File: src/rtl/light_timer.sv
// light_timer
//   Phase timer for the highway traffic-light path. Watches the controller's
//   one-hot lamp pattern, reloads a per-phase countdown on every lamp change
//   and raises time_out once the active phase has lasted its duration.
//   One second is CLK_DIV clocks of an internal prescaler.
//
// Ports
//   clk        in   single clock, rising-edge active
//   rst        in   synchronous active-high reset
//   hw_led     in   [2:0] lamp pattern: 100 green, 010 yellow, 001 red
//   time_out   out  phase duration elapsed (level)
//   remaining  out  [W-1:0] whole seconds left in the current phase
//   phase_err  out  hw_led is not one of the three legal patterns
module light_timer #(
  parameter int CLK_DIV  = 50_000_000,
  parameter int PW       = 26,
  parameter int W        = 8,
  parameter int GREEN_T  = 30,
  parameter int YELLOW_T = 3,
  parameter int RED_T    = 10
) (
  input  logic         clk,
  input  logic         rst,
  input  logic [2:0]   hw_led,
  output logic         time_out,
  output logic [W-1:0] remaining,
  output logic         phase_err
);

  localparam logic [PW-1:0] PRE_RELOAD = PW'(CLK_DIV - 1);
  localparam logic [2:0]    LED_GREEN  = 3'b100;
  localparam logic [2:0]    LED_YELLOW = 3'b010;
  localparam logic [2:0]    LED_RED    = 3'b001;

  logic [2:0]    led_q;
  logic [PW-1:0] pre;
  logic [W-1:0]  cnt;

  logic          legal;
  logic          changed;
  logic [W-1:0]  dur;

  always_comb begin
    legal = 1'b0;
    dur   = W'(GREEN_T);
    case (hw_led)
      LED_GREEN:  begin legal = 1'b1; dur = W'(GREEN_T);  end
      LED_YELLOW: begin legal = 1'b1; dur = W'(YELLOW_T); end
      LED_RED:    begin legal = 1'b1; dur = W'(RED_T);    end
      default:    ;
    endcase
  end

  assign changed = legal && (hw_led != led_q);

  // Illegal patterns freeze everything; the countdown resumes untouched if
  // the controller comes back to the same lamp.
  always_ff @(posedge clk) begin
    if (rst) begin
      led_q <= LED_GREEN;
      cnt   <= W'(GREEN_T);
      pre   <= PRE_RELOAD;
    end else if (changed) begin
      led_q <= hw_led;
      cnt   <= dur;
      pre   <= PRE_RELOAD;
    end else if (legal) begin
      if (pre != '0) begin
        pre <= pre - PW'(1);
      end else begin
        pre <= PRE_RELOAD;
        if (cnt != '0) cnt <= cnt - W'(1);
      end
    end
  end

  // Gating with hw_led == led_q forces time_out low in the very cycle the
  // controller switches lamps, so it can never advance twice.
  assign time_out  = legal && (hw_led == led_q) && (cnt == '0);
  assign remaining = cnt;
  assign phase_err = !legal;

endmodule

File: config.mk
export PLATFORM = sky130hd
export DESIGN_NAME = light_timer
export DESIGN_NICKNAME = d
export VERILOG_FILES = /design/src/rtl/light_timer.sv
export SDC_FILE = /design/constraint.sdc
export NUM_CORES = 1
export LEC_CHECK = 0
export BUFFER_PORTS_ARGS = -buffer_cell sky130_fd_sc_hd__buf_4
export CORE_ASPECT_RATIO = 1.5
export CORE_MARGIN = 4
export CORE_UTILIZATION = 25
export CTS_BUF_LIST = sky130_fd_sc_hd__clkbuf_16
export CTS_CLUSTER_SIZE = 10
export DETAILED_ROUTE_END_ITERATION = 8
export PLACE_DENSITY_LB_ADDON = 0.15
export SYNTH_ARGS = -nofsm -noshare
export SYNTH_HDL_FRONTEND = slang
export SYNTH_SLANG_ARGS = --single-unit
File: constraint.sdc
create_clock -name clk -period 2.4 [get_ports clk]
set_clock_uncertainty 0.15 [all_clocks]
set_input_delay 0.48 -clock clk [delete_from_list [all_inputs] [get_ports clk]]
set_output_delay 0.48 -clock clk [all_outputs]
set_load 0.02 [all_outputs]
[After elaboration in Yosys (flattened, before gate mapping)]
Index checks and enable logic that the tools add are counted.
Storage, ports and cells
  register bits: 37
  bits in latches: 0
  bits in writable memories: 0
  memory bits (read-only): 0
  input bits: 5
  output and inout port bits: 10
  logic and storage cells: 30
  memories kept: 0
Operators by class
  add/subtract/negate cells: 2
  $mul: 0
  div/mod/pow operators: 0
  $lt $le $gt $ge: 0
  equal/unequal tests: 6
  shift-type cells: 0
  multiplexer cells: 7
  bitwise gates (word level): 0
  reduce and logical (&&, ||, !) cells: 12
Operators with widths (count)
  $mux 8: 4
  $mux 26: 1
  $reduce_bool 26->1: 1
  $sub 26x1->26 const B: 1
  $pmux 5 s2: 1
  $logic_not 8->1: 1
  $reduce_bool 8->1: 1
  $sub 8x1->8 const B: 1
  $reduce_bool 2->1: 2
  $eq 3x1->1 const B: 1
  $eq 3x2->1 const B: 1
  $eq 3x3->1: 1
  $eq 3x3->1 const B: 1
  $logic_and 1x1->1: 3
  $ne 3x3->1: 1
  $reduce_and 3->1: 1
  $reduce_or 3->1: 1
  $ne 2x2->1 const B: 1
  $reduce_or 2->1: 1
  $logic_not 1->1: 1
  $mux 1: 1

[Depth between registers and ports, before layout]
  depth in word-level cells: 6
  gate-level depth with buffers: 8
  depth with buffers taken out: 6

[Least setup slack after synthesis]
No wires, ideal clock.
  kind: register -> output
  from: register cnt[2] (netlist: remaining[2])
  to: output time_out
  arrival time: 2156 ps
  data required time: 1770 ps
  path slack: -386 ps
  stages on the path, launching flop included: 4
  buffers on the path: 0
  cell sequence: dfxtp_1 > or4_1 > or4b_2 > nor3_1
On the way
  word-level cells in the longest chain between the ends: 2
RTL lines
  start: declaration: line 37  | logic [W-1:0] cnt;
  start signal: assignment: line 61  | cnt <= W'(GREEN_T);
  start signal: assignment: line 65  | cnt <= dur;
  start signal: assignment: line 72  | if (cnt != '0) cnt <= cnt - W'(1);
  $logic_not 8->1: line 79  | assign time_out = legal && (hw_led == led_q) && (cnt == '0);
  $logic_and 1x1->1: line 79
  end: declaration: line 25  | output logic time_out,
Every way passes these cells.

[Final worst setup path]
Same ends and word-level chain as after synthesis.

==> key figures <==
Critical path
  – Crit-path leading delay family: simple AND/OR/NAND/NOR gates
  – CP max stage delay: between 500 and 600 ps
  – Type of origin of the critical path: register
  – Crit path max fanout: 3
  – Critical Path RT: 1770 ps
  – Crit path arrival time: approximately 2000 ps
  – CP max-delay cell: or4_4
  – Worst Setup End Kind: output pin
  – Critical path type: register to output pin
  – CP bufs+invs: 1
  – Cells along the critical path: or4_4 > or4b_4 > nor3_4 > buf_6

Detailed routing
  – Vias/cell: about 4.8
  – Drt pass-1 iters: 4
  – ANT nets after route: 0
  – Wirelength per Cell: 13.4 µm
  – Routed wl met2: approximately 2.8 mm
  – Highest layer used for signal routing: met4
  – WL met3: around 150 µm
  – WL final: between 5 and 6 mm
  – Vias: approximately 1.8k
  – M1 wire length: ~2.0 mm
  – DRC: 0
  – DRT iter0 DRCs: between 50 and 60

Status
  – Failing checks: negative setup slack
  – Status: complete, but fails checks

Yosys
  – Cells after Synth: between 200 and 250
  – Ys Warns: 0
  – Syn Nets: between 200 and 250
  – Syn avg cell area: around 8.4 µm²
  – Netlist cell types: between 40 and 50
  – Cell Area, Synth: roughly 0.0020 mm²
  – FF+latch count, synth: 37
  – Sequential area share after synthesis: 37.7%

Place
  – GP Congestion: ~0.8
  – HPWL after DPL: ~3.7 mm
  – Buffers on Ports: 14
  – DP Area: 0.00239 mm²
  – Placed cell count: ~370

STA
  – RSZ-0062 raised after global routing: true
  – Setup Viol. Count Final: 3
  – Fmax: 0.388 GHz
  – Relative slew slack: 70.8%
  – Worst-Margin Slew: between 400 and 500 ps
  – Setup ws final: -178 ps
  – Fin. Hold Viols: 0
  – Slew Viols, Final: 0
  – Final min period: about 2600 ps
  – Fin crit share: 107%

Finish
  – Share of cells above drive strength 1: a little over a quarter
  – Fill count: about 800
  – Antenna cell count: 0
  – Synth-to-layout area growth: 34.2%
  – Final instance area: 0.00263 mm²
  – Non-filler cells in the finished layout: around 380
  – Nets: 280

Power and ir drop
  – Seq pwr share: between 30% and 40%
  – Switching share of power: roughly a fifth
  – P per Cell Area: slightly above 600 mW/mm²
  – Clock power frac: 52.4%
  – Leakage Power: approximately 0.9 nW
  – Psw: between 300 and 400 µW
  – Worst IR Drop VDD: between 0.2 and 0.25 mV
  – Pint: 1.28 mW
  – Combinational power share: between 8 and 9%
  – Total Power: approximately 1.6 mW

CTS
  – Maximum clock path buffer count: 2
  – TritonCTS clock tree: yes
  – CTS Buf Count: 5
  – CTS H-tree lvls: 2
  – Root buf cell: clkbuf_16
  – # hold bufs at CTS: 0
  – Worst skew pair latency: about 280 ps
  – Clock transition at the registers of the reported paths: 60 ps
  – Clk sinks: 37

Die
  – Core Rows: 39
  – Die H: approximately 120 µm
  – IO Pins: 15
  – Initial cell density of the core: 25.8%
  – Die area: 0.00936 mm²
  – Die X-Extent: about 80 µm
  – Core box area: 0.00761 mm²

Global route
  – First-pass GRT wire length: slightly above 8 mm
  – Initial antenna violation count: 0
  – GR Util All Layers: 11.4%
  – Largest net degree at the start of global routing: 17
  – Vias in the first global route: roughly 1.7k
  – Total gr overflow: 0

Worst hold path
  – Hold WC Path Type: input pin to register

Flow run
  – MaxCap Viol Count: 0
## synth_stat cells (all sizes together)
cell | number | area share, %
o31ai | 2 | 0.76
or4b | 1 | 0.51
or3 | 6 | 1.9
a211o | 2 | 0.89
nor2b | 1 | 0.32
mux2i | 2 | 1.0
o2111ai | 2 | 0.89
nor3 | 19 | 4.8
nor4 | 14 | 5.2
nand3 | 6 | 1.5
o311a | 1 | 0.51
nand2b | 5 | 2.0
or4 | 6 | 2.7
a31o | 1 | 0.45
ha | 3 | 1.9
a21oi | 4 | 1.0
a31oi | 2 | 0.64
o21a | 1 | 0.38
clkbuf | 7 | 1.3
nor4bb | 1 | 0.51
xor2 | 2 | 0.89
or2 | 1 | 0.32
inv | 8 | 1.5
nor2 | 22 | 4.2
a21o | 3 | 1.1
a311oi | 1 | 0.45
o41ai | 1 | 0.45
and2 | 1 | 0.32
o22a | 1 | 0.45
nand2 | 24 | 4.6
nor4b | 1 | 0.76
nor3b | 1 | 0.38
nand4b | 2 | 0.89
o21ba | 1 | 0.51
xnor2 | 25 | 11
o21ai | 7 | 1.8
nand4 | 3 | 0.96
mux2 | 1 | 0.57
dfxtp | 37 | 38
buf | 4 | 1.2
o211ai | 1 | 0.38
## layer usage
layer	global-route usage [%]	vias up
li1	-	913
met1	11.9	851
met2	21.2	30
met3	2.39	6
met4	5.86	0
met5	0	-
## flip-flops by register name, indices dropped and copies added, names as in the netlist
register and cells:
pre 26, remaining 8, led_q 3
## cell families after synthesis
group / after synthesis / synth area share (%)
flip-flops: 37 / 37.7
AO/OA/AOI/OAI: 30 / 10.7
XOR/XNOR: 27 / 12.0
AND/OR/NAND/NOR: 114 / 31.9
adder cells (fa/ha/maj): 3 / 1.91
multiplexers: 3 / 1.59
buffers and inverters: 19 / 4.08
## per-stage QoR
step                      util, %  setup TNS, ps  setup slack, ps  hold slack [ps]
after global routing         34.6           -485             -238              321
after detailed placement     31.4         -0.747           -0.747              342
final                        34.6           -244             -178              300
after global placement       31.4              0             15.2              330
after floorplan                 -          -37.2            -37.2              316
after CTS                    34.0           -222             -196              300
## cell usage in the layout (no fill, tap or decap), types with 2 or more instances in the layout
cell,count
o31ai_2,2
xnor2_1,25
xor2_1,2
or4_4,6
o21ai_1,2
nor2_1,22
nor3_1,18
nand2_1,24
o21ai_0,4
a21oi_1,3
nand2b_1,4
clkbuf_16,5
mux2i_1,2
nand3_1,6
nand4b_1,2
a211o_1,2
dfxtp_1,34
or3_1,6
bufinv_16,2
a21o_1,3
buf_4,40
dfxtp_2,3
ha_1,3
inv_1,8
nand4_1,3
nor4_1,13
## worst paths after layout
| check | start | to | slack, ps | cells after the start |
|---|---|---|---|---|
| worst max-delay path | remaining[2] | time_out | -180 | 4 |
| worst min-delay path | rst | remaining[0] | 300 | 2 |
| worst max register to register | pre[20] | remaining[7] | -40 | 5 |
| worst min register to register | pre[20] | pre[20] | 330 | 2 |
## what timing repair did
item | CTS | global route
endpoints found under the hold margin | 0 | 0
gates cloned | 0 | 1
gates resized for setup | 2 | 8
pin swaps | 1 | 2
buffers inserted | 0 | 1
endpoints found under the setup margin | 2 | 5
## power groups by stage
stage	Sequential [mW]	Combinational [mW]	Clock, mW
3_3_place_gp	0.648	0.142	0
2_1_floorplan	0.654	0.0759	0
5_1_grt	0.635	0.158	0.902
4_1_cts	0.634	0.142	0.875
6_report	0.634	0.142	0.854
3_5_place_dp	0.648	0.142	0
## area by class of cell
cell class / count / area (µm²) / area share [%]
clock inverters: 3 / 65.1 / 2.47
flip-flops and latches: 37 / 744 / 28.3
inverters: 8 / 30.0 / 1.14
clock buffers: 5 / 125 / 4.75
well taps: 102 / 128 / 4.85
multi-input cells: 178 / 1210 / 45.9
repair buffers: 42 / 332 / 12.6
No activity file was read; power rests on OpenSTA's default activity.
